`config.mk`:
```
export PLATFORM = sky130hd
export DESIGN_NAME = uart_rx_fifo
export DESIGN_NICKNAME = d
export VERILOG_FILES = /design/src/rtl/uart_rx_fifo.sv
export SDC_FILE = /design/constraint.sdc
export NUM_CORES = 1
export LEC_CHECK = 0
export BUFFER_PORTS_ARGS = -buffer_cell sky130_fd_sc_hd__buf_2
export CAP_MARGIN = 10
export CORE_ASPECT_RATIO = 0.8
export CORE_MARGIN = 2
export CORE_UTILIZATION = 45
export DETAILED_ROUTE_END_ITERATION = 10
export GPL_TIMING_DRIVEN = 0
export PLACE_DENSITY_LB_ADDON = 0.05
export SYNTH_ARGS = -nofsm -noshare
export SYNTH_HDL_FRONTEND = slang
export SYNTH_SLANG_ARGS = --single-unit
```
`constraint.sdc`:
```
create_clock -name CLK -period 2.4 [get_ports CLK]
set_input_delay 0 -clock CLK [delete_from_list [all_inputs] [get_ports CLK]]
set_output_delay 0 -clock CLK [all_outputs]
set_load 0.02 [all_outputs]
```
`src/rtl/uart_rx_fifo.sv`:
```
// Parametrised UART receiver with a small receive FIFO and STBo/ACKo handshake.
// Optional define UART_RX_MAJORITY_VOTE_EN: 2-of-3 vote around mid-bit.
module uart_rx_fifo #(
   parameter int PRESCALER  = 1155,
   parameter int DATA_BITS  = 8,
   parameter int PARITY     = 0,
   parameter int STOP_BITS  = 1,
   parameter int FIFO_DEPTH = 4
) (
   input  logic                 CLK,
   input  logic                 RST,
   input  logic                 RXD,
   output logic                 STBo,
   output logic [DATA_BITS-1:0] DATo,
   output logic                 PERRo,
   output logic                 FERRo,
   input  logic                 ACKo,
   output logic                 OVRo,
   input  logic                 OVR_CLR
);

   localparam int AW = $clog2(FIFO_DEPTH);
   localparam int W  = DATA_BITS + 2;
   localparam logic [10:0] PS_TOP = 11'(PRESCALER - 1);
   localparam logic [10:0] PS_MID = 11'(PRESCALER / 2 - 1);
   localparam logic [AW:0] FULLC  = (AW+1)'(FIFO_DEPTH);

   typedef enum logic [2:0] {
      IDLE, START, DATA, PAR, STOP, WAIT_HIGH
   } state_t;

   logic [2:0]           sync;
   logic                 rxdc;
   logic [10:0]          ps;
   logic                 smpl;
   logic                 bitv;
   state_t               st;
   logic [3:0]           cnt;
   logic [1:0]           scnt;
   logic [DATA_BITS-1:0] data;
   logic                 perr;
   logic                 ferr;
   logic [W-1:0]         mem [FIFO_DEPTH];
   logic [AW-1:0]        rd;
   logic [AW-1:0]        wr;
   logic [AW:0]          count;
   logic [W-1:0]         head;
   logic                 load;
   logic                 push;
   logic                 pop;
   logic                 full;
   logic                 wr_en;
   logic                 ferr_n;

   assign rxdc   = sync[2];
   assign load   = (st == IDLE) && !rxdc;
   assign ferr_n = ferr | ~bitv;
   assign push   = (st == STOP) && smpl && (scnt == 2'(STOP_BITS - 1));
   assign full   = (count == FULLC);
   assign pop    = STBo & ACKo;
   assign wr_en  = push && (!full || pop);

   always_ff @(posedge CLK or posedge RST) begin
      if (RST) sync <= 3'b111;
      else     sync <= {sync[1:0], RXD};
   end

`ifdef UART_RX_MAJORITY_VOTE_EN
   logic v1, v2;

   always_ff @(posedge CLK or posedge RST) begin
      if (RST) begin
         v1   <= 1'b1;
         v2   <= 1'b1;
         bitv <= 1'b1;
      end else begin
         if (ps == 11'd2) v2 <= rxdc;
         if (ps == 11'd1) v1 <= rxdc;
         if (ps == '0)    bitv <= (v2 & v1) | (v2 & rxdc) | (v1 & rxdc);
      end
   end
`else
   always_ff @(posedge CLK or posedge RST) begin
      if (RST)            bitv <= 1'b1;
      else if (ps == '0)  bitv <= rxdc;
   end
`endif

   // The IDLE reload must not let a stale PS==0 fire a sample in START.
   always_ff @(posedge CLK or posedge RST) begin
      if (RST) begin
         ps   <= PS_TOP;
         smpl <= 1'b0;
      end else begin
         if (load)           ps <= PS_MID;
         else if (ps == '0)  ps <= PS_TOP;
         else                ps <= ps - 11'd1;
         smpl <= (ps == '0) && !load;
      end
   end

   always_ff @(posedge CLK or posedge RST) begin
      if (RST) begin
         st   <= IDLE;
         cnt  <= '0;
         scnt <= '0;
         data <= '0;
         perr <= 1'b0;
         ferr <= 1'b0;
      end else begin
         case (st)
            IDLE: if (!rxdc) st <= START;
            START: if (smpl) begin
               if (!bitv) begin
                  st   <= DATA;
                  cnt  <= '0;
                  scnt <= '0;
                  perr <= 1'b0;
                  ferr <= 1'b0;
               end else begin
                  st <= IDLE;
               end
            end
            DATA: if (smpl) begin
               data <= {bitv, data[DATA_BITS-1:1]};
               if (cnt == 4'(DATA_BITS - 1))
                  st <= (PARITY != 0) ? PAR : STOP;
               else
                  cnt <= cnt + 4'd1;
            end
            PAR: if (smpl) begin
               perr <= ((^data) ^ bitv) != (PARITY == 1);
               st   <= STOP;
            end
            STOP: if (smpl) begin
               ferr <= ferr_n;
               if (scnt == 2'(STOP_BITS - 1))
                  st <= ferr_n ? WAIT_HIGH : IDLE;
               else
                  scnt <= scnt + 2'd1;
            end
            WAIT_HIGH: if (rxdc) st <= IDLE;
            default: st <= IDLE;
         endcase
      end
   end

   // When full, a simultaneous pop frees the head slot that wr points at.
   always_ff @(posedge CLK) begin
      if (wr_en) mem[wr] <= {ferr_n, perr, data};
   end

   always_ff @(posedge CLK or posedge RST) begin
      if (RST) begin
         rd    <= '0;
         wr    <= '0;
         count <= '0;
         OVRo  <= 1'b0;
      end else begin
         if (wr_en) wr <= wr + 1'b1;
         if (pop)   rd <= rd + 1'b1;
         count <= count + {{AW{1'b0}}, wr_en} - {{AW{1'b0}}, pop};
         OVRo  <= (push && full && !pop) || (OVRo && !OVR_CLR);
      end
   end

   assign head  = mem[rd];
   assign STBo  = (count != '0);
   assign DATo  = STBo ? head[DATA_BITS-1:0] : '0;
   assign PERRo = STBo & head[DATA_BITS];
   assign FERRo = STBo & head[DATA_BITS+1];

endmodule
```
==> results of run 1 <==
## metrics by stage
| step | TNS, ns | utilization (%) |
|---|---|---|
| CTS | 0 | 52.3 |
| finish | 0 | 53.3 |
| global route | -0.0463 | 53.3 |
| floorplan | 0 | - |
| global placement | -0.200 | 49.0 |
| detailed placement | -0.214 | 49.2 |
## power groups by stage
stage | logic (mW) | clock network (mW) | registers [mW]
2_1_floorplan | 0.0112 | 0 | 1.52
3_3_place_gp | 0.0198 | 0 | 1.52
3_5_place_dp | 0.0242 | 0 | 1.52
4_1_cts | 0.0280 | 0.950 | 1.49
5_1_grt | 0.0317 | 1.01 | 1.49
6_report | 0.0275 | 0.904 | 1.49
## final timing paths
kind	end	startpoint	depth (start not counted)	slack, ns
setup / recovery	count[2]	count[0]	10	0.05
hold reg to reg	sync[1]	sync[0]	0	0.36
max in group asynchronous	bitv	RST	4	1.84
hold / removal	ps[3]	RST	3	0.06
min in group CLK	sync[0]	RXD	2	0.29
setup reg to reg	count[2]	count[0]	10	0.05
## timing repair
item | 4_1_cts | 5_1_grt
pin swaps | 0 | 6
setup endpoints to repair | 2 | 2
buffers inserted | 2 | 3
hold buffers | 4 | 1
endpoints found under the hold margin | 40 | 1
resized for setup | 4 | 13
## state kept, by name (all words and copies together) (netlist names), 2 cells and up
register and cells:
mem 40, ps 11, data 8, cnt 4, count 3, st 3, sync 3, rd 2
scnt 2, wr 2
## cell type report
| type | instances | share of cell area, % |
|---|---|---|
| plain buffers | 6 | 0.564 |
| clock buffers | 10 | 3.03 |
| clock inverters | 6 | 1.13 |
| inverters | 15 | 1.45 |
| multi-input cells | 156 | 31.9 |
| flip-flops and latches | 83 | 54.2 |
| well taps | 108 | 3.21 |
| repair buffers | 27 | 4.45 |
## worst min-delay path, stage by stage
cell	delay, ns
dlygate4sd3_1	0.53
buf_2	0.12
inv_2	0.12
## layer usage
layer / GRT usage, % / wire length [µm] / up-vias
li1: - / - / 1024
met1: 25.0 / 3390 / 1056
met2: 23.4 / 3030 / 31
met3: 4.43 / 186 / 5
met4: 5.82 / 57 / 0
met5: 0 / 0 / -
## kinds of logic after synthesis
kind of cell,Yosys count
compound gates,27
buf+inv,22
xor+xnor,20
mux,23
fa+ha+maj,11
simple gates,75
flops,83
## placed cells by master (no fill, tap or decap), types with 7 or more instances in the layout
cell	n
nor2_1	13
clkbuf_8	9
dfrtp_1	36
xnor2_1	13
edfxtp_1	40
nand2_1	11
and2_1	14
inv_1	9
mux2_2	9
ha_1	8
dfstp_2	7
buf_2	17
mux4_2	10
==> impl_metrics.json, run 1 <==
{
  "crit_fanout": 3,
  "hold_class": "primary input to asynchronous set/reset pin",
  "cts_tree": "done",
  "status": "completed",
  "synth_adder_area_share_pct": 3.97,
  "slew_headroom_pct": 48.1,
  "synth_nets": 277,
  "cts_sinks": 83,
  "clk_pin_slew_ns": 0.09,
  "p_total_mw": 2.42,
  "post-route-drc-count": 0,
  "drt_first_pass_iters": 4,
  "finalHoldViolations": 0,
  "htree_levels": 3,
  "numCtsBuffers": 9,
  "dp_hpwl_um": 4190,
  "ys_types": 48,
  "grt_max_degree": 40,
  "setup_viol": 0,
  "dpl-instance-area_um2": 3890,
  "final_cell_area_um2": 4220,
  "synth_top_cell_area_share_pct": 32.9,
  "yosysWarningCount": 0,
  "dpl.cell_count": 386,
  "yosys-top-cells-count": "edfxtp_1, dfrtp_1, and2_1, inv_1",
  "multi_input_area_um2": 1350,
  "post-place-ws_ns": -0.161,
  "switchingPower_uw": 536,
  "critPathTopFamily": "simple AND/OR/NAND/NOR gates",
  "combPwrFrac_pct": 1.1,
  "worstPathArrival_ns": 2.59,
  "crit_required_ns": 2.63,
  "finalMaxSlewViolations": 0,
  "start_kind": "flip-flop",
  "clock_skew_ns": 0.00966,
  "start_util_pct": 46.2,
  "routed_via_density": 5.15,
  "cp_slowest_stage_delay_ns": 0.52,
  "cts_buffer_depth": 2,
  "netlist_top_cells_area": "edfxtp_1, dfrtp_1, mux4_2",
  "synth_area_leader_cell": "edfxtp_1",
  "yosys-mux-area-fraction_pct": 10.1,
  "p_leak_nw": 1.78,
  "crit_path_end_kind": "flip-flop",
  "ir_drop_mv": 0.294,
  "critPathSlowestCell": "or4b_4",
  "netlist_area_um2": 3660,
  "drtIter0Drc": 119,
  "drv_cap": 0,
  "p_clk_share_pct": 37.4,
  "drive_above_1_share_pct": 27.7,
  "synthCells": 261,
  "synth_top_family_by_area": "simple AND/OR/NAND/NOR gates",
  "worstSetupPathType": "flip-flop to flip-flop",
  "max_freq_mhz": 425,
  "p_int_mw": 1.88,
  "diodes": 0,
  "synthSimpleGateAreaFrac_pct": 11.4,
  "setup_slack_ns": 0.0484,
  "gp_congestion": 0.725,
  "min_period_ns": 2.35,
  "drtAntennaViolNets": 0,
  "die_area_um2": 8870,
  "syn_to_final_growth_pct": 15.3,
  "crit_buf_inv": 3,
  "synth_compound_area_share_pct": 4.89,
  "core_area_um2": 7910,
  "register_area_um2": 2290,
  "vias": 2116,
  "yosys.area_share.xor_xnor_pct": 4.79,
  "syn-mean-instance-area_um2": 14.0,
  "hold_ws_ns": 0.0639,
  "cp_cell_sequence": "or4b_4 > and3_4 > inv_4 > ha_4 > inv_4 > ha_4 > inv_2 > fa_2 > xnor2_2 > xnor2_1",
  "track_usage_pct": 16.7,
  "seq_power_share_pct": 61.5,
  "clkLatencyLatePin_ns": 0.35,
  "die_y_um": 84.6,
  "swShare_pct": 22.2,
  "numPortBuffers": 16,
  "tightestPinTransition_ns": 0.771,
  "root_buffer": "clkbuf_8",
  "instances_no_fill": 411,
  "final_net_count": 314,
  "first_global_vias": 2097,
  "die_w_um": 105,
  "power.density_nw_per_um2": 574,
  "row_count": 29,
  "rsz0062_at_grt": "yes",
  "grt_pass1_wl_um": 11100,
  "wl_per_cell_um": 16.2,
  "synthFlopType": "edfxtp_1",
  "nFillCells": 692,
  "synth-edff-count": 40,
  "antenna_found_initial": 0,
  "overflow": 0,
  "finalCritPeriodShare_pct": 98.0,
  "synthArstFlopShare_pct": 51.8,
  "drt_wl_total_um": 6660,
  "ios": 17,
  "yosysMostFrequentCell": "edfxtp_1",
  "ys_seq_elements": 83,
  "synth-seq-area-share_pct": 62.5
}
No activity file was read; power rests on OpenSTA's default activity.
==> inputs of run 2 (changes only) <==
--- a/config.mk
+++ b/config.mk
@@ -7,11 +7,13 @@
 export LEC_CHECK = 0
 export BUFFER_PORTS_ARGS = -buffer_cell sky130_fd_sc_hd__buf_2
 export CAP_MARGIN = 10
+export CELL_PAD_IN_SITES_DETAIL_PLACEMENT = 0
+export CELL_PAD_IN_SITES_GLOBAL_PLACEMENT = 1
 export CORE_ASPECT_RATIO = 0.8
 export CORE_MARGIN = 2
 export CORE_UTILIZATION = 45
 export DETAILED_ROUTE_END_ITERATION = 10
-export GPL_TIMING_DRIVEN = 0
+export GPL_TIMING_DRIVEN = 1
 export PLACE_DENSITY_LB_ADDON = 0.05
 export SYNTH_ARGS = -nofsm -noshare
 export SYNTH_HDL_FRONTEND = slang
==> run 2 against run 1 <==
Cell count shrank 0.24%. Clock skew shrank 0.0040 ns. Hold slack lost 0.041 ns. Sequential power is essentially flat. Clock power grew 11%. Sequential cell count is the same. Highest routed layer unchanged. Fmax shrank 0.28%. Largest cell class unchanged. Critical endpoint unchanged. Critical path type unchanged. Largest power group unchanged.
==> impl_metrics.json, run 2 (synthesized netlist as in run 1, its figures left out) <==
{
  "cts_tree": "done",
  "track_usage_pct": 15.9,
  "overflow": 0,
  "post-route-drc-count": 0,
  "htree_levels": 3,
  "die_w_um": 105,
  "p_leak_nw": 1.81,
  "syn_to_final_growth_pct": 15.6,
  "ios": 17,
  "cts_sinks": 83,
  "root_buffer": "clkbuf_8",
  "gp_congestion": 0.778,
  "setup_slack_ns": 0.0418,
  "start_kind": "flip-flop",
  "finalHoldViolations": 0,
  "min_period_ns": 2.36,
  "start_util_pct": 46.2,
  "worstSetupPathType": "flip-flop to flip-flop",
  "critPathTopFamily": "simple AND/OR/NAND/NOR gates",
  "clk_pin_slew_ns": 0.08,
  "die_y_um": 84.6,
  "nFillCells": 709,
  "drv_cap": 0,
  "critPathSlowestCell": "or4b_4",
  "drtAntennaViolNets": 0,
  "die_area_um2": 8870,
  "setup_viol": 0,
  "diodes": 0,
  "hold_class": "primary input to flip-flop",
  "max_freq_mhz": 424,
  "crit_path_end_kind": "flip-flop",
  "dp_hpwl_um": 4120,
  "largest-register": "mem",
  "drt_wl_total_um": 6300,
  "ir_drop_mv": 0.276,
  "first_global_vias": 2116,
  "drive_above_1_share_pct": 28.5,
  "clock_skew_ns": 0.00569,
  "finalCritPeriodShare_pct": 98.3,
  "grt_pass1_wl_um": 10700,
  "numCtsBuffers": 9,
  "cts_buffer_depth": 2,
  "vias": 2080,
  "layout_common_cells": "edfxtp_1, dfrtp_1, buf_2, nor2_1, and2_1",
  "numPortBuffers": 16,
  "crit_top_cell": "inv_2",
  "tightestPinTransition_ns": 0.905,
  "layout_commonest_cell": "edfxtp_1",
  "post-place-ws_ns": 0.0437,
  "power.density_nw_per_um2": 594,
  "finalMaxSlewViolations": 0,
  "routed_via_density": 5.07,
  "slew_headroom_pct": 39.6,
  "crit_buf_inv": 3,
  "final_net_count": 313,
  "status": "completed",
  "drt_first_pass_iters": 6,
  "crit_fanout": 2,
  "worstPathArrival_ns": 2.60,
  "grt_max_degree": 44,
  "cp_cell_sequence": "or4b_4 > and3_4 > inv_2 > ha_4 > inv_2 > ha_4 > inv_2 > fa_2 > xnor2_2 > xnor2_1",
  "row_count": 29,
  "wl_per_cell_um": 15.4,
  "largest_reg_flops": 40,
  "crit_required_ns": 2.64,
  "drtIter0Drc": 124,
  "core_area_um2": 7910,
  "cp_slowest_stage_delay_ns": 0.54,
  "clkLatencyLatePin_ns": 0.35,
  "reg_top3": "mem x40, ps x11, data x8",
  "post-route-util_pct": 53.4,
  "antenna_found_initial": 0
}
run 2: cell count changes in the layout (fill, tap and decap cells not counted), moves of 2 or more:
| cell | change |
|---|---|
| inv_6 | -3 |
| buf_4 | +7 |
| inv_1 | +2 |
| clkinv_4 | +2 |
| clkbuf_1 | -6 |
| inv_4 | -2 |
run 2: path summary, 6_finish.rpt:
path | startpoint | endpoint | slack (ns) | cells after the start
max in group asynchronous | RST | data[4] | 1.44 | 3
hold reg to reg | sync[0] | sync[1] | 0.36 | 0
setup reg to reg | count[0] | count[2] | 0.04 | 10
hold / removal | ACKo | rd[0] | 0.02 | 3
setup / recovery | count[0] | count[2] | 0.04 | 10
min in group asynchronous | RST | st[2] | 0.39 | 3
run 2: cell type report:
cell class | count | area (µm²) | area share [%]
clock inverter | 7 | 77.6 | 1.84
multi-input combinational | 156 | 1340 | 31.6
tap | 108 | 135 | 3.20
inverter | 15 | 56.3 | 1.33
timing repair buffer | 32 | 210 | 4.97
clock buffer | 9 | 124 | 2.93
sequential | 83 | 2290 | 54.1
run 2: per-stage QoR:
step | hold WS [ns] | TNS [ns] | std cells | cell area, µm² | power, mW
CTS | 0.0220 | 0 | 409 | 4170 | 2.54
global placement | 0.105 | 0 | 389 | 3930 | 1.54
global route | 0.0108 | -0.0116 | 410 | 4230 | 2.60
finish | 0.0227 | 0 | 410 | 4230 | 2.51
floorplan | 0.00448 | 0 | 261 | 3660 | 1.53
detailed placement | 0.107 | 0 | 389 | 3930 | 1.54
run 2: worst reg2reg max path, stage by stage, from the launching register on:
cell     delay (ns)
dfrtp_1        0.40
or4b_4         0.54
and3_4         0.19
inv_2          0.06
ha_4           0.19
inv_2          0.06
ha_4           0.12
inv_2          0.04
fa_2           0.39
xnor2_2        0.14
xnor2_1        0.12
run 2: what timing repair did:
action | in CTS | in global routing
setup buffers | 0 | 1
hold buffers | 4 | 0
resized for setup | 0 | 11
endpoints found under the setup margin | 0 | 2
hold endpoints to repair | 38 | 0
run 2: routing by layer:
metal	global-route usage (%)	vias to the layer above	wire length (µm)
li1	-	1015	-
met1	23.3	1018	3300
met2	22.6	38	2660
met3	5.59	9	253
met4	4.12	0	81
met5	0	-	0
run 2: power breakdown:
part | switching (mW) | total, mW | internal [mW]
sequential | 0.00148 | 1.49 | 1.48
clock | 0.515 | 1.00 | 0.489
combinational | 0.0159 | 0.0220 | 0.00609
total | 0.532 | 2.51 | 1.98
==> inputs of run 3 (changes only) <==
--- a/config.mk
+++ b/config.mk
@@ -14,7 +14,7 @@
 export CORE_UTILIZATION = 45
 export DETAILED_ROUTE_END_ITERATION = 10
 export GPL_TIMING_DRIVEN = 1
-export PLACE_DENSITY_LB_ADDON = 0.05
+export PLACE_DENSITY = 0.83
 export SYNTH_ARGS = -nofsm -noshare
 export SYNTH_HDL_FRONTEND = slang
 export SYNTH_SLANG_ARGS = --single-unit
==> run 3 against run 2 <==
The flow now finishes with violations (negative hold slack). Power fell by 4.5%. Utilization fell by 0.59 points. Critical path depth did not move. Die area did not move. Clock power fell by 11%. Via count rose by 1.8%. Wire length fell by 4.3%. Non-clock buffer count rose by 1. Critical path type unchanged. Largest cell class unchanged. Highest routed layer unchanged.
==> impl_metrics.json, run 3 (synthesized netlist as in run 1, its figures left out) <==
{
  "crit_top_cell": "inv_1",
  "p_clk_share_pct": 37.1,
  "post-route-util_pct": 52.8,
  "switchingPower_uw": 522,
  "hold_class": "primary input to flip-flop",
  "instances_no_fill": 411,
  "drt_first_pass_iters": 4,
  "worstHoldStart": "ACKo",
  "drtIter0Drc": 148,
  "swShare_pct": 21.7,
  "die_area_um2": 8870,
  "clk_pin_slew_ns": 0.08,
  "largest-register": "mem",
  "layout_commonest_cell": "edfxtp_1",
  "syn_to_final_growth_pct": 14.3,
  "start_kind": "flip-flop",
  "cts_sinks": 83,
  "rr_endpoint": "count[2]",
  "drv_cap": 0,
  "clkLatencyLatePin_ns": 0.35,
  "first_global_vias": 2155,
  "vias": 2117,
  "reg_top3": "mem x40, ps x11, data x8",
  "wl_per_cell_um": 14.7,
  "final_net_count": 314,
  "combPwrFrac_pct": 1.0,
  "cts_tree": "done",
  "diodes": 0,
  "tightestPinTransition_ns": 1.05,
  "root_buffer": "clkbuf_8",
  "clock_skew_ns": 0.00565,
  "cts_buffer_depth": 2,
  "die_y_um": 84.6,
  "setup_viol": 0,
  "rrSetupSlack_ns": 0.06,
  "numCtsBuffers": 9,
  "failed_checks": "negative hold slack",
  "core_area_um2": 7910,
  "drtAntennaViolNets": 0,
  "worstSetupPathType": "flip-flop to flip-flop",
  "dpl.cell_count": 390,
  "post-route-drc-count": 0,
  "track_usage_pct": 15.4,
  "critPathSlowestCell": "or4b_4",
  "finalCritPeriodShare_pct": 97.5,
  "htree_levels": 3,
  "p_int_mw": 1.88,
  "reg2reg_depth": 10,
  "finalMaxSlewViolations": 0,
  "largest_reg_flops": 40,
  "max_freq_mhz": 427,
  "drive_above_1_share_pct": 26.1,
  "hold_depth": 3,
  "crit_fanout": 2,
  "grt_pass1_wl_um": 10500,
  "seq_power_share_pct": 61.9,
  "crit_path_end_kind": "flip-flop",
  "status": "finished with violations",
  "power.density_nw_per_um2": 574,
  "antenna_found_initial": 0,
  "hold_ws_ns": -0.00799,
  "routed_via_density": 5.15,
  "grt_max_degree": 31,
  "numPortBuffers": 16,
  "start_util_pct": 46.2,
  "drt_wl_total_um": 6030,
  "layout_common_cells": "edfxtp_1, dfrtp_1, buf_2",
  "worstPathArrival_ns": 2.57,
  "dp_hpwl_um": 4100,
  "die_w_um": 105,
  "cp_slowest_stage_delay_ns": 0.54,
  "min_delay_worst_endpoint": "rd[0]",
  "min_period_ns": 2.34,
  "reg2reg_from": "count[0]",
  "overflow": 0,
  "cp_cell_sequence": "or4b_4 > and3_4 > inv_1 > ha_1 > inv_1 > ha_1 > inv_1 > fa_2 > xnor2_2 > xnor2_1",
  "ir_drop_mv": 0.399,
  "nFillCells": 697,
  "finalHoldViolations": 1,
  "row_count": 29,
  "crit_required_ns": 2.63,
  "gp_congestion": 0.821,
  "p_leak_nw": 1.79,
  "slew_headroom_pct": 29.5,
  "ios": 17
}
## run 3: final cells by class
class,instances,area [µm²],share of cell area (%)
clock buffers,10,128,3.05
clock inverters,6,50.0,1.20
inverters,15,56.3,1.35
multi-input cells,156,1310,31.3
flip-flops and latches,83,2290,54.7
well taps,108,135,3.23
repair buffers,33,218,5.21
## run 3: power by group through the flow
| stage | logic (mW) | clock network [mW] | registers [mW] |
|---|---|---|---|
| after floorplan | 0.0112 | 0 | 1.52 |
| after global placement | 0.0201 | 0 | 1.52 |
| after detailed placement | 0.0205 | 0 | 1.52 |
| after CTS | 0.0241 | 0.920 | 1.49 |
| after global routing | 0.0272 | 0.986 | 1.49 |
| final | 0.0229 | 0.891 | 1.49 |
## run 3: per-stage QoR
| stage | total power [mW] | worst slack (ns) | area [µm²] | TNS [ns] |
|---|---|---|---|---|
| 2_1_floorplan | 1.53 | 0.00958 | 3660 | 0 |
| 3_3_place_gp | 1.54 | 0.0854 | 3940 | 0 |
| 3_5_place_dp | 1.54 | 0.0294 | 3940 | 0 |
| 4_1_cts | 2.43 | 0.00618 | 4150 | 0 |
| 5_1_grt | 2.50 | -0.00728 | 4180 | -0.00728 |
| 6_report | 2.40 | 0.0597 | 4180 | 0 |
## run 3: per-layer routing
metal	routed length [µm]	vias to the layer above	GRT usage [%]
met2	2710	30	22.6
li1	-	1024	-
met4	100	0	5.21
met3	185	7	4.97
met1	3030	1056	21.7
met5	0	-	0
## run 3: repair_timing
item / in CTS / in global routing
setup endpoints to repair: 0 / 1
gates resized for setup: 0 / 4
hold buffers: 4 / 0
buffers inserted: 0 / 1
hold endpoints to repair: 24 / 0
## run 3: worst max-delay path by stage
| stage | from | end | slack, ns |
|---|---|---|---|
| global placement | count[0] | count[2] | 0.09 |
| global route | count[0] | count[2] | -0.007 |
| CTS | count[0] | count[2] | 0.006 |
| floorplan | count[0] | count[2] | 0.01 |
| finish | count[0] | count[2] | 0.06 |
| detailed placement | count[0] | count[2] | 0.03 |
## run 3: critical path, delay by kind of cell (launching register included)
kind	cells	cell delay, ns
adders and majority gates	3	0.70
xor gates and xnor gates	2	0.26
buffers and inverters	3	0.16
and+or+nand+nor	2	0.73
DFF	1	0.38
